<file path="src/rtl/video_out_formatter.sv">
`default_nettype none
// ============================================================================
//  Module      : video_out_formatter
//  Description : Two-stage video output formatter. Expands packed RGB to
//                OUT_BPC bits per component by bit replication, applies sync
//                polarity and blanking, and switches between passthrough,
//                colour bars and solid colour on vsync rising edges.
//  Revision    : 1.0 - initial release
// ============================================================================
module video_out_formatter #(
    parameter int IN_R_W        = 3,
    parameter int IN_G_W        = 3,
    parameter int IN_B_W        = 2,
    parameter int OUT_BPC       = 12,
    parameter int BAR_W         = 80,
    parameter int HS_ACTIVE_LOW = 1,
    parameter int VS_ACTIVE_LOW = 1
) (
    input  logic                              clk,
    input  logic                              resetn,
    input  logic                              in_de,
    input  logic                              in_hs,
    input  logic                              in_vs,
    input  logic [IN_R_W+IN_G_W+IN_B_W-1:0]   in_color,
    input  logic [1:0]                        mode_req,
    input  logic [3*OUT_BPC-1:0]              solid_color,
    output logic                              out_de,
    output logic                              out_hs,
    output logic                              out_vs,
    output logic [3*OUT_BPC-1:0]              out_color,
    output logic [1:0]                        mode_active,
    output logic [15:0]                       frame_count
);

    localparam int c_IN_W  = IN_R_W + IN_G_W + IN_B_W;
    localparam int c_PIX_W = (BAR_W > 1) ? $clog2(BAR_W) : 1;
    localparam logic [c_PIX_W-1:0] c_PIX_LAST = c_PIX_W'(BAR_W - 1);

    localparam logic [1:0] c_MODE_PASS  = 2'd0;
    localparam logic [1:0] c_MODE_BARS  = 2'd1;
    localparam logic [1:0] c_MODE_SOLID = 2'd2;

    localparam logic c_HS_INV = (HS_ACTIVE_LOW != 0);
    localparam logic c_VS_INV = (VS_ACTIVE_LOW != 0);

    // Frame-level control state
    logic                 r_vs_prev;
    logic [1:0]           r_mode;
    logic [3*OUT_BPC-1:0] r_solid;
    logic [15:0]          r_frame_count;

    // Bar position counters
    logic [c_PIX_W-1:0]   r_bar_pix;
    logic [2:0]           r_bar_idx;

    // Stage 1
    logic                 r_de1, r_hs1, r_vs1;
    logic [c_IN_W-1:0]    r_color1;
    logic [2:0]           r_bar1;
    logic [1:0]           r_mode1;
    logic [3*OUT_BPC-1:0] r_solid1;

    // Stage 2
    logic                 r_de2, r_hs2, r_vs2;
    logic [3*OUT_BPC-1:0] r_color2;

    logic                 w_vs_rise;
    logic [1:0]           w_mode_sane;
    logic [OUT_BPC-1:0]   w_exp_r, w_exp_g, w_exp_b;
    logic [3*OUT_BPC-1:0] w_bar_color;
    logic [3*OUT_BPC-1:0] w_src_color;

    assign w_vs_rise   = in_vs & ~r_vs_prev;
    assign w_mode_sane = (mode_req == c_MODE_BARS || mode_req == c_MODE_SOLID) ? mode_req : c_MODE_PASS;

    // Replicate each component MSB-first; output bit i takes input bit (i mod W) from the top.
    generate
        for (genvar i = 0; i < OUT_BPC; i++) begin : g_expand
            assign w_exp_r[OUT_BPC-1-i] = r_color1[c_IN_W-1-(i % IN_R_W)];
            assign w_exp_g[OUT_BPC-1-i] = r_color1[IN_G_W+IN_B_W-1-(i % IN_G_W)];
            assign w_exp_b[OUT_BPC-1-i] = r_color1[IN_B_W-1-(i % IN_B_W)];
        end
    endgenerate

    assign w_bar_color = {{OUT_BPC{r_bar1[0]}}, {OUT_BPC{r_bar1[2]}}, {OUT_BPC{r_bar1[1]}}};

    // Select the colour source using the mode that was in force when the pixel was sampled
    always_comb begin
        w_src_color = '0;
        case (r_mode1)
            c_MODE_BARS:  w_src_color = w_bar_color;
            c_MODE_SOLID: w_src_color = r_solid1;
            default:      w_src_color = {w_exp_b, w_exp_r, w_exp_g};
        endcase
    end

    // Vsync edge detection; latch mode and solid colour and count frames on each rising edge
    always_ff @(posedge clk or negedge resetn) begin
        if (!resetn) begin
            r_vs_prev     <= 1'b1;
            r_mode        <= c_MODE_PASS;
            r_solid       <= '0;
            r_frame_count <= '0;
        end else begin
            r_vs_prev <= in_vs;
            if (w_vs_rise) begin
                r_mode        <= w_mode_sane;
                r_solid       <= solid_color;
                r_frame_count <= r_frame_count + 16'd1;
            end
        end
    end

    // Horizontal bar position: held at zero while blanked, advances per active pixel
    always_ff @(posedge clk or negedge resetn) begin
        if (!resetn) begin
            r_bar_pix <= '0;
            r_bar_idx <= '0;
        end else if (!in_de) begin
            r_bar_pix <= '0;
            r_bar_idx <= '0;
        end else if (r_bar_pix == c_PIX_LAST) begin
            r_bar_pix <= '0;
            r_bar_idx <= r_bar_idx + 3'd1;
        end else begin
            r_bar_pix <= r_bar_pix + 1'b1;
        end
    end

    // Stage 1: capture timing, colour, bar index and the mode in force for this pixel
    always_ff @(posedge clk or negedge resetn) begin
        if (!resetn) begin
            r_de1    <= 1'b0;
            r_hs1    <= 1'b0;
            r_vs1    <= 1'b0;
            r_color1 <= '0;
            r_bar1   <= '0;
            r_mode1  <= c_MODE_PASS;
            r_solid1 <= '0;
        end else begin
            r_de1    <= in_de;
            r_hs1    <= in_hs;
            r_vs1    <= in_vs;
            r_color1 <= in_color;
            r_bar1   <= r_bar_idx;
            r_mode1  <= r_mode;
            r_solid1 <= r_solid;
        end
    end

    // Stage 2: final colour with blanking, aligned timing
    always_ff @(posedge clk or negedge resetn) begin
        if (!resetn) begin
            r_de2    <= 1'b0;
            r_hs2    <= 1'b0;
            r_vs2    <= 1'b0;
            r_color2 <= '0;
        end else begin
            r_de2    <= r_de1;
            r_hs2    <= r_hs1;
            r_vs2    <= r_vs1;
            r_color2 <= r_de1 ? w_src_color : '0;
        end
    end

    assign out_de      = r_de2;
    assign out_hs      = r_hs2 ^ c_HS_INV;
    assign out_vs      = r_vs2 ^ c_VS_INV;
    assign out_color   = r_color2;
    assign mode_active = r_mode;
    assign frame_count = r_frame_count;

endmodule
`default_nettype wire
</file>
<file path="config.mk">
export PLATFORM = sky130hd
export DESIGN_NAME = video_out_formatter
export DESIGN_NICKNAME = d
export VERILOG_FILES = /design/src/rtl/video_out_formatter.sv
export SDC_FILE = /design/constraint.sdc
export NUM_CORES = 1
export LEC_CHECK = 0
export CAP_MARGIN = 20
export CELL_PAD_IN_SITES_DETAIL_PLACEMENT = 1
export CELL_PAD_IN_SITES_GLOBAL_PLACEMENT = 1
export CORE_MARGIN = 5
export CORE_UTILIZATION = 40
export CTS_BUF_LIST = sky130_fd_sc_hd__clkbuf_2
export DETAILED_ROUTE_END_ITERATION = 10
export DONT_BUFFER_PORTS = 1
export MAX_ROUTING_LAYER = met4
export PLACE_DENSITY_LB_ADDON = 0.1
export SKIP_CTS_REPAIR_TIMING = 1
export SLEW_MARGIN = 40
export SYNTH_ARGS = -nofsm -noshare
export SYNTH_HDL_FRONTEND = slang
export SYNTH_SLANG_ARGS = --single-unit
</file>
<file path="constraint.sdc">
create_clock -name clk -period 1.8 [get_ports clk]
set_clock_uncertainty 0.1 [all_clocks]
set_input_delay 0.18 -clock clk [delete_from_list [all_inputs] [get_ports clk]]
set_output_delay 0.18 -clock clk [all_outputs]
set_load 0.005 [all_outputs]
</file>
==> results by stage <==
Synth:
- Each instance of the synthesized netlist takes up on average 11.8 um2.
- Summing every instance area after synthesis gives 5330 um2.
- The synthesized design contains 156 register bits.
- The number of warnings printed during yosys synthesis is 0.
- The synthesized netlist contains 27 unique library cells.
- The synthesized net count is 509.
- The cell count after synthesis came out at 453.
- The share of the yosys chip area belonging to registers is 73.2%.

Setup path:
- The worst register-to-register path begins at r_vs_prev$_DFF_PN1_.
- The worst setup path is of the in -> reg kind.
- The required time of the critical path is 2.32 ns.
- The worst register-to-register path has a depth of 5.
- The slack of the worst reg-to-reg path is 0.09 ns.
- The worst setup path is launched from a primary input.
- The worst-path maximum fanout is 5.
- The worst path arrival time is 2.29 ns.
- The kind of end point of the critical path is a register.
- The endpoint of the lowest-slack register-to-register path is r_solid[27]$_DFFE_PN0P_.

Route:
- The routed layout has 3572 vias.
- In the routed layout, each cell is associated on average with a via count of 4.73.
- After detailed routing, the number of remaining DRC violations is 0.
- The final routed wirelength across all metal layers is 12800 um.
- The detail route stage leaves a number of antenna-violating nets equal to 0.
- In this run, the number of DRC markers left after iteration 0 of detailed routing was 219.
- The first-pass iteration count of the detailed router is 4.
- The average routed wire per standard cell is 17.0 um.

STA:
- For the finished layout, the period the worst path requires is 1.77 ns.
- The timing-limited maximum frequency is 564 MHz.
- Once routing completed, OpenROAD measured the worst setup slack at 0.0266 ns.
- The number of pins with negative max-slew slack in the final report is 0.
- The worst slack on hold paths is -0.953 ns.
- The number of setup violations in the final report is 0.
- The final worst-path cycle share is 98.5%.
- Measured against its own limit, the worst slew margin works out to 68.4%.
- The measured slew at the worst slew-check pin is 0.469 ns.
- Setup repair after global routing could not meet its margin everywhere.
- The total count of hold-check failures in the final report was 156.
- For the final routed database, the setup TNS stands at 0 ns.

Clock tree:
- The CTS tree is yes.
- The number of clock sinks seen by CTS is 156.
- The number of buffers added by the clock tree synthesis step is 17.
- The clock-pin slew of the registers on the worst-case setup and hold paths is 0.20 ns.
- CTS built an H-tree with a depth of 4.
- The number of buffers on the longest clock path is 2.
- The later pin in the worst-skew pair is clocked with a latency of 0.70 ns.
- The tree is rooted in a clkbuf_2.

Floorplanning:
- The x dimension of the die is 125 um.
- The full die area is 15700 um2.
- The die span in y is 125 um.
- For this configuration, the core starts out at a cell density of 40.6%.
- The number of top-level pins is 108.
- The floorplan step defined a core boundary enclosing 13100 um2.
- The floorplan has 42 rows.

Placement:
- Before CTS, the worst setup slack after placement is -0.0346 ns.
- The final HPWL from detailed placement is 7550 um.
- Port buffering added 0 buffers.
- The cell area after placement is 5580 um2.
- Routability-driven placement finished with a final weighted congestion of 0.689.

Layout:
- The total of fill cells in the finished design is 1391.
- The area growth from synthesis to layout is 28.2%.
- The net count of the finished layout is 620.
- In the final layout, the share of cells above drive strength 1 is 8.49%.
- The area taken by flip-flops and latches is 3910 um2.
- At the end of the flow the core is filled with cells to 52.0%.
- The library cells used most frequently in the layout, excluding fill and tap cells, are 158 x nand2_1, 155 x dfrtp_1, 97 x dlygate4sd3_1, 39 x a21oi_1, 20 x clkbuf_2.
- The library cell used most frequently in the layout, excluding fill and tap cells, is nand2_1.
- The multi-input gate area in the final layout is 1350 um2.
- The finished cells cover 6830 um2.

Power and ir drop:
- Power spread over the standard cell area amounts to 1030 nW/um2.
- The worst-case IR drop observed on VDD is 0.000508 V.
- The internal power consumption is 5210 uW.
- The total net switching power is 1860 uW.
- The share of power burned in registers is 59.2%.
- Summed over all cells, the static leakage comes to 0.00326 uW.
- The switching power as a share of total power is 26.4%.
- The combinational fraction of design power is 10.9%.
- The clock power share is 29.9%.

Global route:
- The initial antenna violation count came to 1.
- The global-route congestion overflow total is 0.
- The first global-routing pass estimated 18800 um of wire.
- The number of global-route vias before repair is 3542.
- The pin count of the biggest net entering global routing is 157.
- The overall track demand over capacity in global routing is 15.8%.

Outcome:
- The run finished, with violations left.
- The checks that failed: hold timing.

Run:
- Across the run, the number of max-cap violations was 0.

Min path:
- The class of the worst hold path is in -> async.
-- through the flow --
step	power [uW]	hold WS [ns]	instances
floorplan	4560	-0.216	453
global route	7490	-1.13	755
CTS	6980	-1.08	656
detailed placement	4850	-0.208	624
finish	7070	-0.953	755
global placement	4800	-0.210	624
-- per-layer routing --
metal,GRT usage [%],routed length (um),up-vias
li1,-,-,1668
met2,23.7,6750,84
met1,19.1,5300,1804
met5,-,0,-
met4,5.80,207,0
met3,6.65,587,16
-- sequential cells by signal, indices dropped and copies added (netlist names), 2 cells and up --
name,cells
r_bar_idx,3
r_solid,36
r_bar1,3
r_bar_pix,7
out_color,36
frame_count,16
r_mode1,2
mode_active,2
r_color1,8
r_solid1,36
-- how the worst max path moves through the flow --
| stage | from | depth (start not counted) | end |
|---|---|---|---|
| floorplan | r_vs_prev$_DFF_PN1_ | 5 | frame_count[13]$_DFFE_PN0P_ |
| global placement | r_mode1[0]$_DFF_PN0_ | 5 | out_color[8]$_DFF_PN0_ |
| detailed placement | r_mode1[0]$_DFF_PN0_ | 5 | out_color[34]$_DFF_PN0_ |
| CTS | r_mode1[0]$_DFF_PN0_ | 5 | out_color[24]$_DFF_PN0_ |
| global route | r_mode1[0]$_DFF_PN0_ | 5 | out_color[8]$_DFF_PN0_ |
| finish | in_vs | 6 | frame_count[15]$_DFFE_PN0P_ |
-- cell usage after synthesis --
cell | instances | area, um2
o21ai_0 | 10 | 50.1
buf_6 | 1 | 11.3
nor4b_1 | 1 | 8.76
dfstp_2 | 1 | 26.3
nand2b_1 | 3 | 18.8
mux2i_1 | 1 | 10.0
or4_4 | 1 | 11.3
and3_1 | 3 | 18.8
clkbuf_1 | 16 | 60.1
inv_1 | 5 | 18.8
or3_1 | 1 | 6.26
nand3b_1 | 2 | 15.0
nor3_1 | 1 | 5.00
ha_1 | 5 | 62.6
and2_1 | 4 | 25.0
nand4_1 | 5 | 31.3
xnor2_1 | 12 | 105
xor2_1 | 9 | 78.8
a21boi_0 | 1 | 7.51
nor2b_1 | 3 | 18.8
a21oi_1 | 39 | 195
dfrtp_1 | 155 | 3880
nand3_1 | 6 | 30.0
nor2_1 | 8 | 30.0
nand2_1 | 158 | 593
nand4b_1 | 1 | 8.76
nor2_2 | 1 | 6.26
-- critical path: stages --
cell           delay (ns)
dlygate4sd3_1        0.52
dlygate4sd3_1        0.65
nand2b_2             0.10
or4_4                0.57
nor2_2               0.13
xor2_1               0.14
-- layout make-up --
cell class                      instances  area share (%)
Inverter                                5           0.275
Tap cell                              176            3.22
Antenna cell                            2          0.0732
Multi-Input combinational cell        275            19.8
Clock buffer                           20            1.46
Clock inverter                         12            2.51
Timing Repair Buffer                  109            15.5
Sequential cell                       156            57.2
-- cell families (layout without fill, tap and decap cells) --
kind of cell | after synthesis | in the layout | share of synthesized area [%]
other | 0 | 2 | 0
DFF | 156 | 156 | 73.2
and+or+nand+nor | 198 | 198 | 15.5
muxes | 1 | 1 | 0.188
xor gates and xnor gates | 21 | 21 | 3.45
AOI/OAI and AO/OA | 50 | 50 | 4.74
buffers and inverters | 22 | 146 | 1.69
adders and majority gates | 5 | 5 | 1.17
-- power groups by stage --
stage	clock network, uW	logic (uW)	registers [uW]
2_1_floorplan	0	380	4180
3_3_place_gp	0	561	4240
3_5_place_dp	0	589	4260
4_1_cts	2200	592	4190
5_1_grt	2380	874	4240
6_report	2110	773	4190
Note: power is estimated with default switching activity, not from simulation.
